==> config.mk <==
export PLATFORM = sky130hd
export DESIGN_NAME = text_pixel_serializer
export DESIGN_NICKNAME = d
export VERILOG_FILES = /design/src/rtl/text_pixel_serializer.sv
export SDC_FILE = /design/constraint.sdc
export NUM_CORES = 1
export LEC_CHECK = 0
export ABC_AREA = 1
export BUFFER_PORTS_ARGS = -buffer_cell sky130_fd_sc_hd__buf_2
export CORE_AREA = 2 2 78 87
export DETAILED_ROUTE_END_ITERATION = 10
export DIE_AREA = 0 0 80 89
export GPL_ROUTABILITY_DRIVEN = 0
export PLACE_DENSITY = 0.76
export REMOVE_ABC_BUFFERS = 1
export SLEW_MARGIN = 20
export SYNTH_ARGS = -nofsm -noshare
export SYNTH_HDL_FRONTEND = slang
export SYNTH_SLANG_ARGS = --single-unit
==> constraint.sdc <==
create_clock -name CLK -period 1.6 [get_ports CLK]
set_input_delay 0.4 -clock CLK [delete_from_list [all_inputs] [get_ports CLK]]
set_output_delay 0.4 -clock CLK [all_outputs]
set_load 0.01 [all_outputs]
==> src/rtl/text_pixel_serializer.sv <==
`default_nettype none
// ============================================================================
//  Module      : text_pixel_serializer
//  Description : Text-mode pixel engine. Walks the character cells of the
//                current scanline, fetches each character code from the text
//                buffer and its 10-bit glyph row from the font ROM, and
//                shifts the row out one pixel per pixel tick. The fetch of
//                cell k+1 runs while cell k is being displayed.
//  Revision    : 1.0 - initial release
// ============================================================================
module text_pixel_serializer #(
    parameter int COLS   = 64,
    parameter int ROWS   = 30,
    parameter int ADDR_W = 11
) (
    input  logic              CLK,
    input  logic              RESET,
    input  logic              PIX_EN,
    input  logic              LINE_START,
    input  logic              FRAME_START,
    input  logic              ACTIVE,
    output logic [ADDR_W-1:0] TEXT_ADDR,
    input  logic [7:0]        TEXT_DATA,
    output logic [7:0]        FONT_CHAR,
    output logic [3:0]        FONT_ROW,
    input  logic [9:0]        FONT_DATA,
    output logic              PIXEL,
    output logic              UNDERRUN
);

    // ------------------------------------------------------------------------
    // Constants
    // ------------------------------------------------------------------------
    // Fetch column must be able to hold COLS itself ("all cells fetched").
    localparam int c_FCOL_W = $clog2(COLS + 1);
    localparam int c_ROW_W  = (ROWS > 1) ? $clog2(ROWS) : 1;

    localparam logic [c_FCOL_W-1:0] c_FCOL_END = c_FCOL_W'(COLS);
    localparam logic [c_ROW_W-1:0]  c_ROW_LAST = c_ROW_W'(ROWS - 1);
    localparam logic [ADDR_W-1:0]   c_COLS_A   = ADDR_W'(COLS);
    localparam logic [3:0]          c_PIX_LAST = 4'd9;
    localparam logic [3:0]          c_SCAN_LAST = 4'd15;

    // Fetch FSM encoding
    localparam logic [2:0] c_ST_IDLE     = 3'd0;
    localparam logic [2:0] c_ST_TXT_REQ  = 3'd1;
    localparam logic [2:0] c_ST_FONT_REQ = 3'd2;
    localparam logic [2:0] c_ST_FONT_CAP = 3'd3;
    localparam logic [2:0] c_ST_HOLD     = 3'd4;

    // ------------------------------------------------------------------------
    // Registers
    // ------------------------------------------------------------------------
    logic [2:0]          r_state;
    logic [3:0]          r_scan;
    logic [c_ROW_W-1:0]  r_text_row;
    logic                r_first_line;
    logic [c_FCOL_W-1:0] r_fcol;

    logic [ADDR_W-1:0]   r_text_addr;
    logic [7:0]          r_font_char;
    logic [3:0]          r_font_row;
    logic [9:0]          r_next_row;
    logic                r_next_valid;

    logic [9:0]          r_shift;
    logic [3:0]          r_pix_idx;
    logic                r_pixel;
    logic                r_underrun;

    // ------------------------------------------------------------------------
    // Combinational helpers
    // ------------------------------------------------------------------------
    logic [2:0]          w_state_nxt;
    logic [ADDR_W-1:0]   w_row_base;
    logic [ADDR_W-1:0]   w_addr;
    logic                w_tick;
    logic                w_load;
    logic                w_cap;
    logic                w_past_end;

    assign w_row_base = ADDR_W'(r_text_row) * c_COLS_A;
    assign w_addr     = w_row_base + ADDR_W'(r_fcol);

    // A shifter step only happens on a pixel tick inside the active area;
    // a new cell is loaded whenever the pixel index is back at 0.
    assign w_tick     = PIX_EN && ACTIVE;
    assign w_load     = w_tick && (r_pix_idx == 4'd0);
    assign w_cap      = (r_state == c_ST_FONT_CAP);
    // Once every cell of the line has been captured and the last one has been
    // consumed, an empty next_row is expected rather than an underrun.
    assign w_past_end = (r_fcol == c_FCOL_END);

    // ------------------------------------------------------------------------
    // Scanline / text-row bookkeeping, advanced once per line start
    // ------------------------------------------------------------------------
    always_ff @(posedge CLK) begin
        if (!RESET) begin
            r_scan       <= 4'd0;
            r_text_row   <= '0;
            r_first_line <= 1'b1;
        end else if (FRAME_START) begin
            // A line starting in the same cycle is the first line of the
            // frame, so it consumes the first_line marker immediately.
            r_scan       <= 4'd0;
            r_text_row   <= '0;
            r_first_line <= !LINE_START;
        end else if (LINE_START) begin
            if (r_first_line) begin
                r_first_line <= 1'b0;
            end else if (r_scan == c_SCAN_LAST) begin
                r_scan     <= 4'd0;
                r_text_row <= (r_text_row == c_ROW_LAST) ? '0 : r_text_row + c_ROW_W'(1);
            end else begin
                r_scan <= r_scan + 4'd1;
            end
        end
    end

    // ------------------------------------------------------------------------
    // Fetch FSM state register
    // ------------------------------------------------------------------------
    always_ff @(posedge CLK) begin
        if (!RESET) begin
            r_state <= c_ST_IDLE;
        end else begin
            r_state <= w_state_nxt;
        end
    end

    // ------------------------------------------------------------------------
    // Fetch FSM next-state logic; LINE_START aborts whatever is in flight
    // ------------------------------------------------------------------------
    always_comb begin
        w_state_nxt = r_state;
        if (LINE_START) begin
            w_state_nxt = c_ST_TXT_REQ;
        end else begin
            case (r_state)
                c_ST_IDLE:     w_state_nxt = c_ST_IDLE;
                c_ST_TXT_REQ:  w_state_nxt = c_ST_FONT_REQ;
                c_ST_FONT_REQ: w_state_nxt = c_ST_FONT_CAP;
                c_ST_FONT_CAP: w_state_nxt = c_ST_HOLD;
                c_ST_HOLD: begin
                    // The prefetched row has been taken by the shifter.
                    if (!r_next_valid) begin
                        w_state_nxt = (r_fcol < c_FCOL_END) ? c_ST_TXT_REQ : c_ST_IDLE;
                    end
                end
                default:       w_state_nxt = c_ST_IDLE;
            endcase
        end
    end

    // ------------------------------------------------------------------------
    // Fetch datapath: text address, font request and captured glyph row
    // ------------------------------------------------------------------------
    always_ff @(posedge CLK) begin
        if (!RESET) begin
            r_text_addr <= '0;
            r_font_char <= 8'd0;
            r_font_row  <= 4'd0;
            r_next_row  <= 10'd0;
            r_fcol      <= '0;
        end else if (LINE_START) begin
            r_fcol <= '0;
        end else begin
            case (r_state)
                c_ST_TXT_REQ: begin
                    r_text_addr <= w_addr;
                end
                c_ST_FONT_REQ: begin
                    // Text buffer answers one clock after the address.
                    r_font_char <= TEXT_DATA;
                    r_font_row  <= r_scan;
                end
                c_ST_FONT_CAP: begin
                    // Font ROM samples on the falling edge, so its row is
                    // ready one clock after the request.
                    r_next_row <= FONT_DATA;
                    r_fcol     <= r_fcol + c_FCOL_W'(1);
                end
                default: begin
                end
            endcase
        end
    end

    // ------------------------------------------------------------------------
    // Pixel shifter, prefetch handshake and sticky underrun flag
    // ------------------------------------------------------------------------
    always_ff @(posedge CLK) begin
        if (!RESET) begin
            r_shift      <= 10'd0;
            r_pix_idx    <= 4'd0;
            r_next_valid <= 1'b0;
            r_pixel      <= 1'b0;
            r_underrun   <= 1'b0;
        end else if (LINE_START) begin
            r_shift      <= 10'd0;
            r_pix_idx    <= 4'd0;
            r_next_valid <= 1'b0;
            if (!ACTIVE) begin
                r_pixel <= 1'b0;
            end
        end else begin
            // The FSM only captures while next_valid is low, so this set and
            // the shifter's clear below never target the same cycle.
            if (w_cap) begin
                r_next_valid <= 1'b1;
            end

            if (w_tick) begin
                r_pix_idx <= (r_pix_idx == c_PIX_LAST) ? 4'd0 : r_pix_idx + 4'd1;
                if (w_load) begin
                    if (r_next_valid) begin
                        r_shift      <= r_next_row;
                        r_pixel      <= r_next_row[9];
                        r_next_valid <= 1'b0;
                    end else begin
                        // Nothing ready: show a blank cell. Past the last
                        // cell of the line this is normal, not an error.
                        r_shift <= 10'd0;
                        r_pixel <= 1'b0;
                        if (!w_past_end) begin
                            r_underrun <= 1'b1;
                        end
                    end
                end else begin
                    r_pixel <= r_shift[c_PIX_LAST - r_pix_idx];
                end
            end else if (!ACTIVE) begin
                // Blanking: output dark, but keep the pixel position so the
                // cell resumes where it left off.
                r_pixel <= 1'b0;
            end
        end
    end

    // ------------------------------------------------------------------------
    // Outputs
    // ------------------------------------------------------------------------
    assign TEXT_ADDR = r_text_addr;
    assign FONT_CHAR = r_font_char;
    assign FONT_ROW  = r_font_row;
    assign PIXEL     = r_pixel;
    assign UNDERRUN  = r_underrun;

endmodule
`default_nettype wire
==> results of run 1 <==
metal layers:
metal,vias up,GRT usage
met1,1189,0.216
met5,-,0
met2,45,0.331
met3,6,0.0242
met4,0,0.102
li1,1359,-
worst max-delay path, delay by kind of cell (launching register included):
family        cells  cell delay, ns
simple gates      4            0.72
flops             1            0.38
fa+ha+maj         1            0.19
buf+inv           1            0.06
sequential cells by signal, indices dropped and copies added (netlist names):
signal        cells
FONT_CHAR         8
FONT_ROW          4
PIXEL             1
TEXT_ADDR        11
UNDERRUN          1
r_fcol            7
r_first_line      1
r_next_row       10
r_next_valid      1
r_pix_idx         4
r_scan            4
r_shift          10
r_state           3
r_text_row        5
kinds of logic after synthesis:
logic type               Yosys count  share of synthesized area
adder cells (fa/ha/maj)           11                     0.0462
XOR/XNOR                           8                     0.0235
flip-flops                        70                      0.470
AO/OA/AOI/OAI                     81                      0.146
buffers and inverters             55                     0.0756
AND/OR/NAND/NOR                  160                      0.238
cell type report:
cell class,count,area [sq um]
timing repair buffer,57,308
tap,80,100
clock buffer,10,128
clock inverter,6,110
inverter,42,158
sequential,70,1400
fill,590,2600
multi-input combinational,260,1350
cell usage after synthesis, drive strengths merged:
cell type,instances
ha,11
nor3,11
clkinv,1
a22oi,1
dfxtp,70
nor3b,1
buf,8
a211oi,2
inv,41
clkbuf,5
nand2,52
xnor2,1
or2,1
o32ai,1
xor2,7
o21ai,43
nor2,79
nand4,5
o211ai,2
a31oi,2
nand3,11
a21oi,30
metrics by stage:
step | cell area (sq um) | std cells | total power, mW
after floorplan | 2910 | 372 | 1.97
after global placement | 3320 | 509 | 2.07
after detailed placement | 3320 | 509 | 2.08
after CTS | 3560 | 525 | 3.77
after global routing | 3560 | 525 | 3.87
final | 3560 | 525 | 3.73
power groups by stage:
stage | combinational (mW) | clock [mW] | sequential (mW)
4_1_cts | 0.235 | 1.73 | 1.80
5_1_grt | 0.267 | 1.80 | 1.81
2_1_floorplan | 0.108 | 0 | 1.86
6_report | 0.234 | 1.69 | 1.80
3_5_place_dp | 0.234 | 0 | 1.84
3_3_place_gp | 0.231 | 0 | 1.84
timing repair:
action | in CTS | in global routing
hold buffers | 0 | 0
endpoints found under the setup margin | 0 | 1
resized for setup | 0 | 1
setup buffers | 0 | 0
final timing paths:
kind / startpoint / endpoint / slack [ns] / depth (start not counted)
worst max-delay path: r_fcol[0] / r_fcol[6] / 0.14 / 6
worst min-delay path: TEXT_DATA[0] / FONT_CHAR[0] / 0.28 / 3
worst max register to register: r_fcol[0] / r_fcol[6] / 0.14 / 6
worst min register to register: UNDERRUN / UNDERRUN / 0.45 / 2
==> reports/qor.yml, run 1 <==
clock-root-buffer: "clkbuf_8"
start_kind: "flop"
period_minus_slack_ns: 1.46
path_clk_slew_ns: 0.08
cts_buffers: 9
whs_ns: 0.278
maxCapViolations: 0
grt_start_max_net_pins: 36
p_comb_frac: 0.063
seq_power_share: 0.483
slew_headroom: 0.702
wl_met1_microns: 2780
route.detailed.drc: 0
ios: 49
grt_setup_unrepaired: "false"
vias: 2599
core_sq_um: 6160
die-height_microns: 89
path_cells: "ha_1 -> inv_1 -> nor3_1 -> nand2_1 -> nor3_1 -> nor3_1"
num_rows: 30
synth_top_area_frac: 0.470
met2_wirelength_microns: 3170
ir_worst_vdd_mv: 0.501
crit_top_cell: "nor3_1"
pwr-share-clk: 0.454
power.internal_mw: 2.91
nets: 475
p_switching_mw: 0.825
hpwl_microns: 4520
drive_gt1_frac: 0.198
post_drt_wl_per_cell_microns: 11.9
routed.top_layer: "met4"
mostFrequentLayoutCells: "nor2_1 (75), dfxtp_1 (69), nand2_1 (49)"
final_common_cell: "nor2_1"
critPathMaxStageDelay_ns: 0.38
power_density_nw_per_um2: 1050
crit_type: "flop to flop"
synthesis.area_sq_um: 2980
area_growth_pct: 19.4
syn_area_per_cell_sq_um: 7.74
slowest_stage: "dfxtp_1"
dr.pass1.iters: 6
synthesis.instances: 385
clock_skew_ns: 0.00871
cp.required_ns: 1.82
die_area_sq_um: 7120
drtIter0Drc: 159
antenna_cells: 0
grt_pass1_wl_microns: 10300
outcome: "complete, no violations"
antenna_left: 0
fp.dieW_microns: 80
power_leakage_nw: 1.61
clkSinkCount: 70
gr-total-overflow: 0
end_kind: "flop"
wl_met3_microns: 185
min_period_over_period: 0.910
ys_types: 33
via_per_inst: 4.95
htreeDepth: 3
timing.fmax_mhz: 687
grt_pass1_vias: 2436
sw_frac_of_total: 0.221
clockBufferDepth: 2
io_buffer_count: 48
cts_tree: "built"
final_util: 0.578
start_util: 0.484
synth_area_leader_cell: "dfxtp_1"
ys_ff_latch: 70
track_usage: 0.185
seq_area_frac_synth: 0.470
setup_ws_ns: 0.144
critPathMaxFanout: 4
hp-class: "primary input to flop"
yosys_warnings: 0
antenna_found_initial: 0
routed_wl_microns: 6220
final.setup.tns_ns: 0
slew_violations: 0
clock_latency_ns: 0.34
hold_viol_final: 0
pre_cts_slack_ns: 0.0995
synth.area.top_cells: "dfxtp_1 (47%), nor2_1 (9.4%), o21ai_0 (6.9%)"
arrival_ns: 1.68
worstMarginPinSlew_ns: 0.446
setup-violations-final: 0
(Power assumes the default switching activity.)
==> inputs of run 2 (changes only) <==
--- a/config.mk
+++ b/config.mk
@@ -5,11 +5,10 @@
 export SDC_FILE = /design/constraint.sdc
 export NUM_CORES = 1
 export LEC_CHECK = 0
-export ABC_AREA = 1
 export BUFFER_PORTS_ARGS = -buffer_cell sky130_fd_sc_hd__buf_2
-export CORE_AREA = 2 2 78 87
+export CORE_AREA = 2 2 79 89
 export DETAILED_ROUTE_END_ITERATION = 10
-export DIE_AREA = 0 0 80 89
+export DIE_AREA = 0 0 81 91
 export GPL_ROUTABILITY_DRIVEN = 0
 export PLACE_DENSITY = 0.76
 export REMOVE_ABC_BUFFERS = 1
==> reports/qor.yml, run 2 <==
synth_commonest_cells: "nand2_1 (90), dfxtp_1 (70), a21boi_0 (25)"
route.detailed.drc: 0  # unchanged
worstMarginPinSlew_ns: 0.447  # +0.00156 ns
final_common_cell: "nand2_1"
nets: 447  # -5.9%
cp.required_ns: 1.82  # about the same
cp_num_buf_inv: 2  # +1
grt_pass1_wl_microns: 10900  # +5.8%
async_reset_ff_frac: 0  # unchanged
num_rows: 31  # +3.3%
synth_flop_cell: "dfxtp_1"
die-height_microns: 91  # +2.2%
path_clk_slew_ns: 0.07  # about the same
start_kind: "flop"
seq_power_share: 0.525  # +0.042
timing.fmax_mhz: 613  # -11%
cts_tree: "built"
synthesis.instances: 353  # -8.3%
slowest_stage: "or3b_4"
routed_wl_microns: 6800  # +9.4%
syn_area_per_cell_sq_um: 8.71  # +13%
synth_area_leader_cell: "dfxtp_1"
area_growth_pct: 22.9
synthesis.area_sq_um: 3080  # +3.2%
largest_reg_flops: 11  # unchanged
hp-class: "primary input to flop"
drive_gt1_frac: 0.245  # +0.0469
cts_buffers: 9  # unchanged
min_period_over_period: 1.02  # +0.110
ios: 49  # unchanged
drtIter0Drc: 160  # +0.63%
start_util: 0.478  # -0.00649
track_usage: 0.189  # +0.00340
synth_fa_ha_area_frac: 0.0448  # -0.00143
power.internal_mw: 2.62  # -10%
synth_edf_count: 0  # unchanged
synth-simple-area-share: 0.239  # +0.000357
clock-root-buffer: "clkbuf_8"
synth_top_family_by_area: "simple AND/OR/NAND/NOR gates"
period_minus_slack_ns: 1.63  # +0.176 ns
gr-total-overflow: 0  # unchanged
path_cells: "inv_4 -> ha_4 -> or3b_4 -> nor2_4 -> buf_12 -> a311o_1 -> a31oi_1"
final_util: 0.587  # +0.00900
setup_ws_ns: -0.0316  # -0.176 ns
vias: 2614  # +0.58%
via_per_inst: 5.24  # +5.8%
synth_compound_area_frac: 0.148  # +0.00240
hold_viol_final: 0  # unchanged
dr.pass1.iters: 5  # -1
pwr-share-clk: 0.415  # -0.039
synthMuxAreaShare: 0.0273  # +0.0273
synth.most_common_cell: "nand2_1"
critPathMaxStageDelay_ns: 0.40  # +0.02 ns
p_switching_mw: 0.761  # -7.7%
mostFrequentLayoutCells: "nand2_1 (90), dfxtp_1 (68), buf_2 (48)"
seq_area_frac_synth: 0.456  # -0.0145
synth.area.top_cells: "dfxtp_1 (46%), nand2_1 (11%), a21boi_0 (6.1%)"
yosys.area_share.xor_xnor: 0.0456  # +0.0221
die_area_sq_um: 7370  # +3.5%
post_dp_cell_area_sq_um: 3480  # +4.7%
synth_top_area_frac: 0.456  # -0.0145
antenna_cells: 0  # unchanged
htreeDepth: 3  # unchanged
critPathMaxFanout: 7  # +3
core_sq_um: 6440  # +4.6%
power_leakage_nw: 1.48  # -8.3%
setup-violations-final: 1  # +1
p_comb_frac: 0.060  # -0.003
cp_top_family: "simple AND/OR/NAND/NOR gates"
antenna_left: 0  # unchanged
grt_pass1_vias: 2433  # -0.12%
crit_type: "flop to flop"
slew_headroom: 0.699  # -0.00249
ys_ff_latch: 70  # unchanged
antenna_found_initial: 0  # unchanged
final.setup.tns_ns: -0.0316  # -0.0316 ns
violations: "negative setup slack"
clockBufferDepth: 2  # unchanged
hpwl_microns: 4480  # -0.91%
maxCapViolations: 0  # unchanged
slew_violations: 0  # unchanged
clkSinkCount: 70  # unchanged
grt_start_max_net_pins: 22  # -39%
whs_ns: 0.302  # +0.0238 ns
ys_types: 47  # +42%
clock_skew_ns: 0.00905  # +0.000340 ns
yosys_warnings: 0  # unchanged
outcome: "finished, violations left"
ir_worst_vdd_mv: 0.503  # +0.48%
post_drt_wl_per_cell_microns: 13.6  # +15%
grt_setup_unrepaired: "true"
clock_latency_ns: 0.34  # about the same
fin_area_sq_um: 3780  # +6.2%
power_density_nw_per_um2: 893  # -15%
io_buffer_count: 48  # unchanged
fp.dieW_microns: 81  # +1.3%
arrival_ns: 1.85  # +0.17 ns
fin_total_pwr_mw: 3.38  # -9.5%
sw_frac_of_total: 0.225  # +0.00440
end_kind: "flop"
[run 2: cell count changes after synthesis, sizes merged, moves of 3 or more]
cell,previous run,this run
inv,41,9
xnor2,1,8
or3,0,4
a21boi,0,30
nor3,11,6
a21oi,30,20
o211a,0,3
o21ai,43,3
nor2,79,19
clkbuf,5,9
nand3,11,15
nand2,52,90
[run 2: area by class of cell]
cell class	count	area [sq um]
Clock buffer	13	149
Clock inverter	3	43.8
Fill cell	565	2660
Inverter	9	36.3
Multi-Input combinational cell	255	1630
Sequential cell	70	1410
Tap cell	82	103
Timing Repair Buffer	67	413
[run 2: path summary, 6_finish.rpt]
kind / from / end / slack (ns) / cells past startpoint
max: r_pix_idx[1] / PIXEL / -0.03 / 7
min: TEXT_DATA[3] / FONT_CHAR[3] / 0.30 / 3
max reg2reg: r_pix_idx[1] / PIXEL / -0.03 / 7
min reg2reg: r_shift[2] / r_shift[2] / 0.45 / 2
[run 2: kinds of logic (layout without fill, tap and decap cells)]
kind of cell	count (synthesis)	in the layout
buffers and inverters	28	92
muxes	5	5
xor gates and xnor gates	16	16
adders and majority gates	11	11
AOI/OAI and AO/OA	67	67
DFF	70	70
and+or+nand+nor	156	156
[run 2: tightest hold or removal path, cell delays in order]
cell	delay [ns]
buf_2	0.09
nand2_1	0.04
a21boi_1	0.05
[run 2: metrics by stage]
| stage | setup slack (ns) | cells |
|---|---|---|
| 2_1_floorplan | -0.0630 | 334 |
| 3_3_place_gp | -0.0446 | 482 |
| 3_5_place_dp | -0.120 | 482 |
| 4_1_cts | 0.00670 | 498 |
| 5_1_grt | -0.0571 | 499 |
| 6_report | -0.0316 | 499 |
[run 2: power by group through the flow]
stage                     Combinational (mW)  Sequential [mW]  Clock, mW
after floorplan                       0.0794             1.82          0
after global placement                 0.178             1.81          0
after detailed placement               0.182             1.81          0
after CTS                              0.188             1.77       1.42
after global routing                   0.222             1.77       1.50
final                                  0.204             1.77       1.40
[run 2: repair_timing]
item | 4_1_cts | 5_1_grt
cloned | 0 | 1
endpoints found under the setup margin | 11 | 15
hold buffers | 0 | 0
resized for setup | 7 | 15
pin swaps | 1 | 12
buffers inserted | 0 | 0
[run 2: per-layer routing]
layer | vias up | GRT usage | routed length (microns)
met5 | - | 0 | 0
met4 | 0 | 0.0763 | 159
met3 | 15 | 0.0507 | 340
met2 | 65 | 0.300 | 3190
met1 | 1213 | 0.241 | 3120
li1 | 1321 | - | -
